===== src/rtl/regfile_pkg.sv =====
// Shared defaults and writeback source encoding for the register-file writeback controller.
// Optional forwarding outputs are enabled with the REGFILE_WB_BYPASS_EN macro.
package regfile_pkg;

    localparam int DEF_DATA_WIDTH   = 32;
    localparam int DEF_ADDR_WIDTH   = 5;
    localparam int DEF_REGFILE_SIZE = 32;

    typedef enum logic {
        SRC_ALU = 1'b0,
        SRC_MEM = 1'b1
    } wb_src_e;

    function automatic wb_src_e other_src(input wb_src_e s);
        return (s == SRC_ALU) ? SRC_MEM : SRC_ALU;
    endfunction

endpackage


===== src/rtl/regfile_wb_ctrl_if.sv =====
// Issue, writeback, register-file write and hazard-query signals of regfile_wb_ctrl.
// Used by the default build and by the REGFILE_WB_BYPASS_EN build alike.
interface regfile_wb_ctrl_if
    import regfile_pkg::*;
#(
    parameter int DATA_WIDTH = DEF_DATA_WIDTH,
    parameter int ADDR_WIDTH = DEF_ADDR_WIDTH
);
    // A transfer happens on a rising edge where valid and ready are both 1;
    // ready may depend combinationally on valid, valid must not depend on ready.
    logic                  iss_valid;
    logic [ADDR_WIDTH-1:0] iss_addr;
    logic                  iss_ready;

    logic                  alu_valid;
    logic [ADDR_WIDTH-1:0] alu_addr;
    logic [DATA_WIDTH-1:0] alu_data;
    logic                  alu_ready;

    logic                  mem_valid;
    logic [ADDR_WIDTH-1:0] mem_addr;
    logic [DATA_WIDTH-1:0] mem_data;
    logic                  mem_ready;

    logic                  wrd;
    logic [ADDR_WIDTH-1:0] addr_d;
    logic [DATA_WIDTH-1:0] d;

    logic [ADDR_WIDTH-1:0] rs_a;
    logic [ADDR_WIDTH-1:0] rs_b;
    logic                  hazard_a;
    logic                  hazard_b;

    modport master (
        output iss_valid, iss_addr, alu_valid, alu_addr, alu_data,
               mem_valid, mem_addr, mem_data, rs_a, rs_b,
        input  iss_ready, alu_ready, mem_ready, wrd, addr_d, d, hazard_a, hazard_b
    );

    modport slave (
        input  iss_valid, iss_addr, alu_valid, alu_addr, alu_data,
               mem_valid, mem_addr, mem_data, rs_a, rs_b,
        output iss_ready, alu_ready, mem_ready, wrd, addr_d, d, hazard_a, hazard_b
    );

endinterface


===== src/rtl/wb_rr_arbiter.sv =====
// Two-requester round-robin arbiter choosing between ALU and load writebacks.
// Independent of REGFILE_WB_BYPASS_EN.
module wb_rr_arbiter
    import regfile_pkg::*;
(
    input  logic clk,
    input  logic rst_n,
    input  logic req_alu,
    input  logic req_mem,
    output logic gnt_alu,
    output logic gnt_mem
);

    wb_src_e ptr_q, ptr_d;

    // The pointer only moves on contention, so a lone requester never steals the next turn.
    always_comb begin
        gnt_alu = 1'b0;
        gnt_mem = 1'b0;
        ptr_d   = ptr_q;
        if (req_alu && req_mem) begin
            gnt_alu = (ptr_q == SRC_ALU);
            gnt_mem = (ptr_q == SRC_MEM);
            ptr_d   = other_src(ptr_q);
        end else begin
            gnt_alu = req_alu;
            gnt_mem = req_mem;
        end
    end

    always_ff @(posedge clk or negedge rst_n) begin
        if (!rst_n) begin
            ptr_q <= SRC_MEM;
        end else begin
            ptr_q <= ptr_d;
        end
    end

endmodule


===== src/rtl/regfile_wb_ctrl.sv =====
// Writeback controller: arbitrates ALU/load writebacks onto the register-file write port and
// tracks per-register pending writes for hazard detection. REGFILE_WB_BYPASS_EN adds forwarding.
module regfile_wb_ctrl
    import regfile_pkg::*;
#(
    parameter int DATA_WIDTH   = DEF_DATA_WIDTH,
    parameter int ADDR_WIDTH   = DEF_ADDR_WIDTH,
    parameter int REGFILE_SIZE = DEF_REGFILE_SIZE
) (
    input  logic                  clk,
    input  logic                  rst_n,
    regfile_wb_ctrl_if.slave      bus,
`ifdef REGFILE_WB_BYPASS_EN
    output logic                  fwd_a_valid,
    output logic                  fwd_b_valid,
    output logic [DATA_WIDTH-1:0] fwd_a,
    output logic [DATA_WIDTH-1:0] fwd_b,
`endif
    output logic                  wb_err
);

    logic                  gnt_alu, gnt_mem;
    logic                  issue;
    logic                  wrd_q, wrd_d;
    logic [ADDR_WIDTH-1:0] addr_d_q, addr_d_d;
    logic [DATA_WIDTH-1:0] d_q, d_d;
    logic                  wb_err_q, wb_err_d;
    logic [1:0]            cnt_q [REGFILE_SIZE];
    logic [1:0]            cnt_d [REGFILE_SIZE];
    logic [1:0]            cnt_iss, cnt_rs_a, cnt_rs_b;

    // Requests are masked in reset so neither ready can rise while rst_n is low.
    wb_rr_arbiter u_arb (
        .clk     (clk),
        .rst_n   (rst_n),
        .req_alu (bus.alu_valid & rst_n),
        .req_mem (bus.mem_valid & rst_n),
        .gnt_alu (gnt_alu),
        .gnt_mem (gnt_mem)
    );

    always_comb begin
        cnt_iss  = '0;
        cnt_rs_a = '0;
        cnt_rs_b = '0;
        for (int i = 0; i < REGFILE_SIZE; i++) begin
            if (bus.iss_addr == ADDR_WIDTH'(i)) cnt_iss  = cnt_q[i];
            if (bus.rs_a     == ADDR_WIDTH'(i)) cnt_rs_a = cnt_q[i];
            if (bus.rs_b     == ADDR_WIDTH'(i)) cnt_rs_b = cnt_q[i];
        end
    end

    assign bus.iss_ready = (cnt_iss != 2'd3);
    assign issue         = bus.iss_valid && bus.iss_ready;
    assign bus.alu_ready = gnt_alu;
    assign bus.mem_ready = gnt_mem;

    always_comb begin
        wrd_d    = gnt_alu || gnt_mem;
        addr_d_d = addr_d_q;
        d_d      = d_q;
        if (gnt_mem) begin
            addr_d_d = bus.mem_addr;
            d_d      = bus.mem_data;
        end else if (gnt_alu) begin
            addr_d_d = bus.alu_addr;
            d_d      = bus.alu_data;
        end
    end

    // Issue and retire on the same register cancel; retiring an idle register is an error.
    always_comb begin
        wb_err_d = wb_err_q;
        for (int i = 0; i < REGFILE_SIZE; i++) begin
            cnt_d[i] = cnt_q[i];
            if (issue && (bus.iss_addr == ADDR_WIDTH'(i))
                && !(wrd_q && (addr_d_q == ADDR_WIDTH'(i)))) begin
                cnt_d[i] = cnt_q[i] + 2'd1;
            end else if (wrd_q && (addr_d_q == ADDR_WIDTH'(i))
                && !(issue && (bus.iss_addr == ADDR_WIDTH'(i)))) begin
                if (cnt_q[i] == 2'd0) begin
                    wb_err_d = 1'b1;
                end else begin
                    cnt_d[i] = cnt_q[i] - 2'd1;
                end
            end
        end
    end

    always_ff @(posedge clk or negedge rst_n) begin
        if (!rst_n) begin
            wrd_q    <= 1'b0;
            addr_d_q <= '0;
            d_q      <= '0;
            wb_err_q <= 1'b0;
            for (int i = 0; i < REGFILE_SIZE; i++) cnt_q[i] <= '0;
        end else begin
            wrd_q    <= wrd_d;
            addr_d_q <= addr_d_d;
            d_q      <= d_d;
            wb_err_q <= wb_err_d;
            cnt_q    <= cnt_d;
        end
    end

    assign bus.wrd    = wrd_q;
    assign bus.addr_d = addr_d_q;
    assign bus.d      = d_q;
    assign wb_err     = wb_err_q;

`ifdef REGFILE_WB_BYPASS_EN
    // Forward only the last outstanding write; older pending writes still stall.
    assign fwd_a_valid  = wrd_q && (addr_d_q == bus.rs_a) && (cnt_rs_a == 2'd1);
    assign fwd_b_valid  = wrd_q && (addr_d_q == bus.rs_b) && (cnt_rs_b == 2'd1);
    assign fwd_a        = d_q;
    assign fwd_b        = d_q;
    assign bus.hazard_a = (cnt_rs_a != 2'd0) && !fwd_a_valid;
    assign bus.hazard_b = (cnt_rs_b != 2'd0) && !fwd_b_valid;
`else
    assign bus.hazard_a = (cnt_rs_a != 2'd0);
    assign bus.hazard_b = (cnt_rs_b != 2'd0);
`endif

endmodule


===== src/flat_wrapper.sv =====
// flat-port wrapper written by rule: the top's interface ports become plain ports
module regfile_wb_ctrl_flat import regfile_pkg::*;
#(
    parameter int DATA_WIDTH   = DEF_DATA_WIDTH,
    parameter int ADDR_WIDTH   = DEF_ADDR_WIDTH,
    parameter int REGFILE_SIZE = DEF_REGFILE_SIZE
)
  (clk, rst_n, wb_err, bus_iss_valid, bus_iss_addr, bus_alu_valid, bus_alu_addr, bus_alu_data, bus_mem_valid, bus_mem_addr, bus_mem_data, bus_rs_a, bus_rs_b, bus_iss_ready, bus_alu_ready, bus_mem_ready, bus_wrd, bus_addr_d, bus_d, bus_hazard_a, bus_hazard_b);
  regfile_wb_ctrl_if #(.DATA_WIDTH(DATA_WIDTH), .ADDR_WIDTH(ADDR_WIDTH)) bus_i ();
  input  logic clk;
  input  logic rst_n;
  output logic wb_err;
  input wire logic [$bits(bus_i.iss_valid)-1:0] bus_iss_valid;
  input wire logic [$bits(bus_i.iss_addr)-1:0] bus_iss_addr;
  input wire logic [$bits(bus_i.alu_valid)-1:0] bus_alu_valid;
  input wire logic [$bits(bus_i.alu_addr)-1:0] bus_alu_addr;
  input wire logic [$bits(bus_i.alu_data)-1:0] bus_alu_data;
  input wire logic [$bits(bus_i.mem_valid)-1:0] bus_mem_valid;
  input wire logic [$bits(bus_i.mem_addr)-1:0] bus_mem_addr;
  input wire logic [$bits(bus_i.mem_data)-1:0] bus_mem_data;
  input wire logic [$bits(bus_i.rs_a)-1:0] bus_rs_a;
  input wire logic [$bits(bus_i.rs_b)-1:0] bus_rs_b;
  output wire logic [$bits(bus_i.iss_ready)-1:0] bus_iss_ready;
  output wire logic [$bits(bus_i.alu_ready)-1:0] bus_alu_ready;
  output wire logic [$bits(bus_i.mem_ready)-1:0] bus_mem_ready;
  output wire logic [$bits(bus_i.wrd)-1:0] bus_wrd;
  output wire logic [$bits(bus_i.addr_d)-1:0] bus_addr_d;
  output wire logic [$bits(bus_i.d)-1:0] bus_d;
  output wire logic [$bits(bus_i.hazard_a)-1:0] bus_hazard_a;
  output wire logic [$bits(bus_i.hazard_b)-1:0] bus_hazard_b;
  assign bus_i.iss_valid = bus_iss_valid;
  assign bus_i.iss_addr = bus_iss_addr;
  assign bus_i.alu_valid = bus_alu_valid;
  assign bus_i.alu_addr = bus_alu_addr;
  assign bus_i.alu_data = bus_alu_data;
  assign bus_i.mem_valid = bus_mem_valid;
  assign bus_i.mem_addr = bus_mem_addr;
  assign bus_i.mem_data = bus_mem_data;
  assign bus_i.rs_a = bus_rs_a;
  assign bus_i.rs_b = bus_rs_b;
  assign bus_iss_ready = bus_i.iss_ready;
  assign bus_alu_ready = bus_i.alu_ready;
  assign bus_mem_ready = bus_i.mem_ready;
  assign bus_wrd = bus_i.wrd;
  assign bus_addr_d = bus_i.addr_d;
  assign bus_d = bus_i.d;
  assign bus_hazard_a = bus_i.hazard_a;
  assign bus_hazard_b = bus_i.hazard_b;
  regfile_wb_ctrl #(.DATA_WIDTH(DATA_WIDTH), .ADDR_WIDTH(ADDR_WIDTH), .REGFILE_SIZE(REGFILE_SIZE)) u_core (.clk(clk), .rst_n(rst_n), .bus(bus_i), .wb_err(wb_err));
endmodule

===== config.mk =====
export PLATFORM = sky130hd
export DESIGN_NAME = regfile_wb_ctrl_flat
export DESIGN_NICKNAME = d
export VERILOG_FILES = /design/src/rtl/regfile_pkg.sv /design/src/rtl/regfile_wb_ctrl_if.sv /design/src/rtl/wb_rr_arbiter.sv /design/src/rtl/regfile_wb_ctrl.sv /design/src/flat_wrapper.sv
export SDC_FILE = /design/constraint.sdc
export NUM_CORES = 1
export LEC_CHECK = 0
export CELL_PAD_IN_SITES_DETAIL_PLACEMENT = 0
export CELL_PAD_IN_SITES_GLOBAL_PLACEMENT = 1
export CORE_ASPECT_RATIO = 2
export CORE_UTILIZATION = 40
export CTS_BUF_LIST = sky130_fd_sc_hd__clkbuf_16
export DETAILED_ROUTE_END_ITERATION = 6
export PLACE_DENSITY_LB_ADDON = 0.1
export SYNTH_ARGS = -nofsm -noshare
export SYNTH_HDL_FRONTEND = slang
export SYNTH_SLANG_ARGS = --single-unit

===== constraint.sdc =====
create_clock -name clk -period 4.4 [get_ports clk]
set_input_delay 1.1 -clock clk [delete_from_list [all_inputs] [get_ports clk]]
set_output_delay 1.1 -clock clk [all_outputs]
set_load 0.02 [all_outputs]

Word-level counts from Yosys, hierarchy flattened
Cells that the tools add are included.
Widths: inputs -> output; s select.

cells by class
  reduce and logical (&&, ||, !) cells = 298
  bitwise operators = 3
  equal/unequal tests = 157
  $add $sub $neg = 64
  mux-type cells = 295

operators with widths
  operator             number
  $mux 2               192
  $eq 5x5->1 const B   64
  $eq 5x4->1 const B   32
  $logic_and 1x1->1    130
  $mux 1               99
  $eq 5x3->1 const B   16
  $reduce_bool 2->1    35
  $add 2x1->2 const B  32
  $logic_not 1->1      64
  $logic_not 2->1      32
  $mux 32              2
  $ne 2x1->1 const B   32
  $reduce_and 2->1     32
  $sub 2x1->2 const B  32
  $eq 5x2->1 const B   8
  $eq 5x1->1 const B   4
  $logic_not 5->1      4
  $mux 5               2
  $and 1x1->1          2
  $ne 2x2->1 const B   1
  $logic_or 1x1->1     1
  $not 1->1            1

word-level totals
  register bits = 104
  word-level logic and storage cells = 854
  input bits = 94
  output and inout bits = 44

Depth between registers and ports, before layout
Gate-level depths: netlist (run 1).

  depth after elaboration = 133
  depth in mapped cells = 18
  mapped depth without buffers = 14

Modules after synthesis
Synthesis (run 1) repeated with hierarchy kept, for this count alone.

unflattened totals
  cells, all modules = 1274
  area, all modules = 9716.8 µm²

modules (own cells, without submodules)
  module           area an instance (µm²)  instances  cells an instance
  regfile_wb_ctrl  9659.3                  1          1268
  wb_rr_arbiter    57.6                    1          6

Worst setup path before layout (run 1)
Ideal clock, no wire load.

  path kind = input to register
  start point = in bus_iss_addr[0]
  end point = reg u_core.wb_err_q, in the netlist u_core.wb_err
  data arrival time = 4.021 ns
  library setup time = 0.136 ns
  stages = 14
  setup slack = 0.243 ns
  buffers on the path = 3
  cell sequence = buf_6 mux4_2 a22oi_2 nand3_2 a311o_1 o221a_2 buf_6 buf_6 a21oi_2 ha_1 nor4b_1 or4_1 nor4_1 nand3_1

between the ends
  longest elaborated chain between the ends = 133
  elaborated cells on any way between the ends = 289
  classes of those cells = eq/ne (32); mux (127); reduce/logical (130)

ends and longest elaborated chain
  what                       RTL line                                                             text
  from (decl)                flat_wrapper.sv:14                                                   input wire logic [$bits(bus_i.iss_addr)-1:0] bus_iss_addr;
  $logic_not 5->1            regfile_wb_ctrl.sv:47, regfile_wb_ctrl.sv:76, regfile_wb_ctrl.sv:80
  $mux 2 (32 in a row)       regfile_wb_ctrl.sv:47                                                if (bus.iss_addr == ADDR_WIDTH'(i)) cnt_iss = cnt_q[i];
  $ne 2x2->1                 regfile_wb_ctrl.sv:53                                                assign bus.iss_ready = (cnt_iss != 2'd3);
  $logic_and 1x1->1          regfile_wb_ctrl.sv:54                                                assign issue = bus.iss_valid && bus.iss_ready;
  $logic_and 1x1->1          regfile_wb_ctrl.sv:76, regfile_wb_ctrl.sv:80
  $logic_not 1->1            regfile_wb_ctrl.sv:80                                                && !(issue && (bus.iss_addr == ADDR_WIDTH'(i)))) begin
  $logic_and 1x1->1          regfile_wb_ctrl.sv:80
  $mux 1                     regfile_wb_ctrl.sv:79                                                end else if (wrd_q && (addr_d_q == ADDR_WIDTH'(i))
  [... 87 more ...]          --
  $mux 1                     regfile_wb_ctrl.sv:76                                                if (issue && (bus.iss_addr == ADDR_WIDTH'(i))
  $mux 1                     regfile_wb_ctrl.sv:81                                                if (cnt_q[i] == 2'd0) begin
  $mux 1                     regfile_wb_ctrl.sv:79
  $mux 1                     regfile_wb_ctrl.sv:76
  $mux 1                     regfile_wb_ctrl.sv:81
  $mux 1                     regfile_wb_ctrl.sv:79
  $mux 1 *                   regfile_wb_ctrl.sv:76
  named net u_core.wb_err_d  regfile_wb_ctrl.sv:27                                                logic wb_err_q, wb_err_d;
  to (signal assigned)       regfile_wb_ctrl.sv:101                                               wb_err_q <= wb_err_d;
  to (decl)                  regfile_wb_ctrl.sv:27

The timed path passes the listed nets; every way through them passes the cells marked *.
A chain may end at the register's enable or synchronous reset.

Final worst setup path (run 1)
  start point = in bus_iss_addr[2]
  end point = reg u_core.wb_err_q, in the netlist u_core.wb_err

The elaborated chain is that of the path after synthesis.

==> run metrics, run 1 <==
status=finished with violations; violated checks=design-rule violations; Initial Util=0.407; die span in y=222 um; clk root buf=clkbuf_16; fin crit share=0.994; setup slack after layout=25.7 ps; Synth async-reset ratio=1.00; Num Clock Sinks=104; Comb power frac=0.435; Final Setup Violations=0; Clock transition at path regs=80 ps; first drt pass iteration count=7; met2 layer usage reported by global route=0.640; Post-CTS Hold Buffers=0; Final Hold Viols=0; Seq/Total Area, Yosys=0.269; GR Layer Usage met3=0.0708; Layout Nets=1747; Gate Count Post-Synth=1275; Critical Path AT=4620 ps; hold_ws=482 ps; P&R area growth vs syn=42.7%; largest net degree at the start of global routing=63; switching share of power=0.421; DRT antenna net count=0; endpoint class of the critical path=register; FF+latch count, synth=104; CTS Buffer Depth=2; Most Crowded Layer GR=met2; vias per cell=5.99; power share of the clock group=0.208; vias in the first global route=11400; Setup Crit Path Kind=in -> reg; placed instance area=12800 um^2; library cells used by synthesis=70; Site Rows=80; Post-DP HPWL=34900 um; Final GP Congestion=0.987; Leak=6.45 nW; top_reg_cell synth=dfrtp_1; critical path startpoint category=primary input; fmax=0.229 GHz; Power Internal=2.39 mW; pre-CTS WS=-913 ps; routed wire length=44500 um; worst min-delay path class=reg -> reg; DR DRC count=5; Die W=112 um; Net Sw Power=1.74 mW; Die ar.=24900 um^2; CTS Buf Count=9; WL/cell=23.6 um; area of the mapped netlist=9690 um^2; Power, Total=4.13 mW; IO Count=138; share of power burned in registers=0.357; Crit Path Max Fanout=11; clock latency on the worst-skew pair=370 ps; Tightest Pin Transition=1070 ps; Rel. slew slack=0.286; first-pass GRT wire length=66600 um; ant diodes=0; maximum vdd ir drop=0.000288 V; Total GRT Usage=0.362; Post-Synthesis Net Count=1433; fin. max-slew vios=0; clock skew=11.4 ps; Worst EP required=4650 ps; # Max-Cap Violations=0; number of synthesized flops with an enable pin=0; H-tree Lvls=3; Final Cell Area=13800 um^2; Yosys warnings=0; fin crit period=4370 ps; GR Layer Usage met1=0.347; initial antenna violation count=0; GRT overflow=0; Vias=11300; RSZ-0062 raised after global routing=true; setup TNS=0 ps; Mean Syn Cell Area=7.60 um^2; port bufs=137; Pwr Density=299 nW/um^2; TritonCTS clock tree=yes; CORE AREA=23800 um^2; proportion of layout cells with a drive suffix above 1=0.234; DRT iter0 DRCs=828
layout by cell type, fill, tap and decap left out, drive strengths merged, types with 5 or more instances in the layout:
master         instances
buf                  257
nand2                171
o21ai                143
clkdlybuf4s50        122
inv                  115
dfrtp                103
a21oi                 96
nor2                  76
ha                    64
nor2b                 43
mux2i                 40
a222oi                31
o22ai                 29
a21o                  26
nor4b                 26
nor3b                 24
nand2b                19
a211oi                19
o211ai                15
nand3                 13
nor3                  13
clkbuf                12
nand3b                10
mux2                   8
o221ai                 7
nor4                   7
a31oi                  6
o21bai                 6
a32oi                  6
a22oi                  6
and2                   6
a32o                   5
worst paths after layout:
path	start	end	slack (ps)	cells after the start
max	bus_iss_addr[2]	u_core.wb_err$_DFF_PN0_	30	18
min	u_core.bus.d[15]$_DFFE_PN0P_	u_core.bus.d[15]$_DFFE_PN0P_	480	2
max reg2reg	u_core.cnt_q[63]$_DFFE_PN0P_	u_core.wb_err$_DFF_PN0_	520	15
min reg2reg	u_core.bus.d[15]$_DFFE_PN0P_	u_core.bus.d[15]$_DFFE_PN0P_	480	2
max in group asynchronous	rst_n	u_core.cnt_q[31]$_DFFE_PN0P_	2260	3
min in group asynchronous	rst_n	u_core.cnt_q[57]$_DFFE_PN0P_	860	2
cell usage after synthesis, types with 11 or more instances:
| cell | instances | area [um^2] |
|---|---|---|
| nor3_1 | 13 | 65.1 |
| nand2_1 | 171 | 642 |
| o21ai_0 | 142 | 711 |
| a21o_1 | 26 | 195 |
| buf_1 | 11 | 41.3 |
| nand2b_1 | 19 | 119 |
| nand3_1 | 12 | 60.1 |
| nor2_1 | 76 | 285 |
| o211ai_1 | 15 | 113 |
| nor3b_1 | 23 | 173 |
| a21oi_1 | 86 | 430 |
| nor2b_1 | 43 | 269 |
| mux2i_1 | 40 | 400 |
| a222oi_1 | 31 | 310 |
| ha_1 | 64 | 801 |
| clkbuf_1 | 57 | 214 |
| buf_2 | 14 | 70.1 |
| inv_1 | 114 | 428 |
| o22ai_1 | 29 | 181 |
| a211oi_1 | 19 | 143 |
| nor4b_1 | 26 | 228 |
| dfrtp_1 | 103 | 2580 |
critical path, stage by stage:
cell and delay, ps:
dlygate4sd2_1 240, buf_6 140, buf_12 130, buf_4 140, a21oi_2 130, o32ai_2 100
a31oi_1 250, o22ai_2 160, a211o_4 390, buf_6 140, buf_6 140, a21o_1 160
ha_1 170, nor4b_1 140, buf_4 190, or4_4 550, nor4_4 260, nand3_1 90
repair_timing:
action / 4_1_cts / 5_1_grt
cloned: 4 / 0
setup endpoints to repair: 4 / 4
gates resized for setup: 77 / 58
pin swaps: 17 / 20
setup buffers: 18 / 7
power groups by stage:
stage	Clock [mW]	Combinational (mW)	Sequential, mW
3_3_place_gp	0	1.61	1.47
6_report	0.860	1.79	1.47
5_1_grt	0.913	1.93	1.49
4_1_cts	0.883	1.72	1.46
2_1_floorplan	0	0.759	1.43
3_5_place_dp	0	1.63	1.47
sequential cells by signal (all words and copies together) (netlist names):
name / cells
u_core.cnt_q: 64
u_core.bus.d: 32
u_core.bus.addr_d: 5
u_core.bus.wrd: 1
u_core.u_arb.ptr_q: 1
u_core.wb_err: 1
per-stage QoR:
stage	cells	utilization
after floorplan	1275	-
after global placement	1837	0.538
after detailed placement	1837	0.538
after CTS	1874	0.571
after global routing	1881	0.580
final	1881	0.580
routing by layer:
metal / wire [um] / vias up
met1: 14700 / 5371
met5: 0 / -
met4: 4770 / 0
met2: 22300 / 468
met3: 2650 / 206
li1: - / 5216
layout make-up:
cell class                 instances  area, um^2
multi-input combinational        969        6670
timing repair buffer             390        3460
sequential                       104        2600
tap                              287         359
fill                            2304       10000
clock buffer                       9         225
inverter                         115         437
clock inverter                     7        77.6
kinds of logic after synthesis:
family	count (synthesis)	synth area share
flops	104	0.269
simple gates	424	0.221
mux	50	0.0553
xor+xnor	1	0.000904
fa+ha+maj	64	0.0827
buf+inv	202	0.0840
compound gates	430	0.287
No activity file was read; power rests on OpenSTA's default activity.
==> run 2: changes to the inputs <==
--- a/config.mk
+++ b/config.mk
@@ -12,6 +12,7 @@
 export CTS_BUF_LIST = sky130_fd_sc_hd__clkbuf_16
 export DETAILED_ROUTE_END_ITERATION = 6
 export PLACE_DENSITY_LB_ADDON = 0.1
+export SLEW_MARGIN = 10
 export SYNTH_ARGS = -nofsm -noshare
 export SYNTH_HDL_FRONTEND = slang
 export SYNTH_SLANG_ARGS = --single-unit
==> results of run 2 <==
The final DEF is identical to that of run 1; final timing and power are the same.
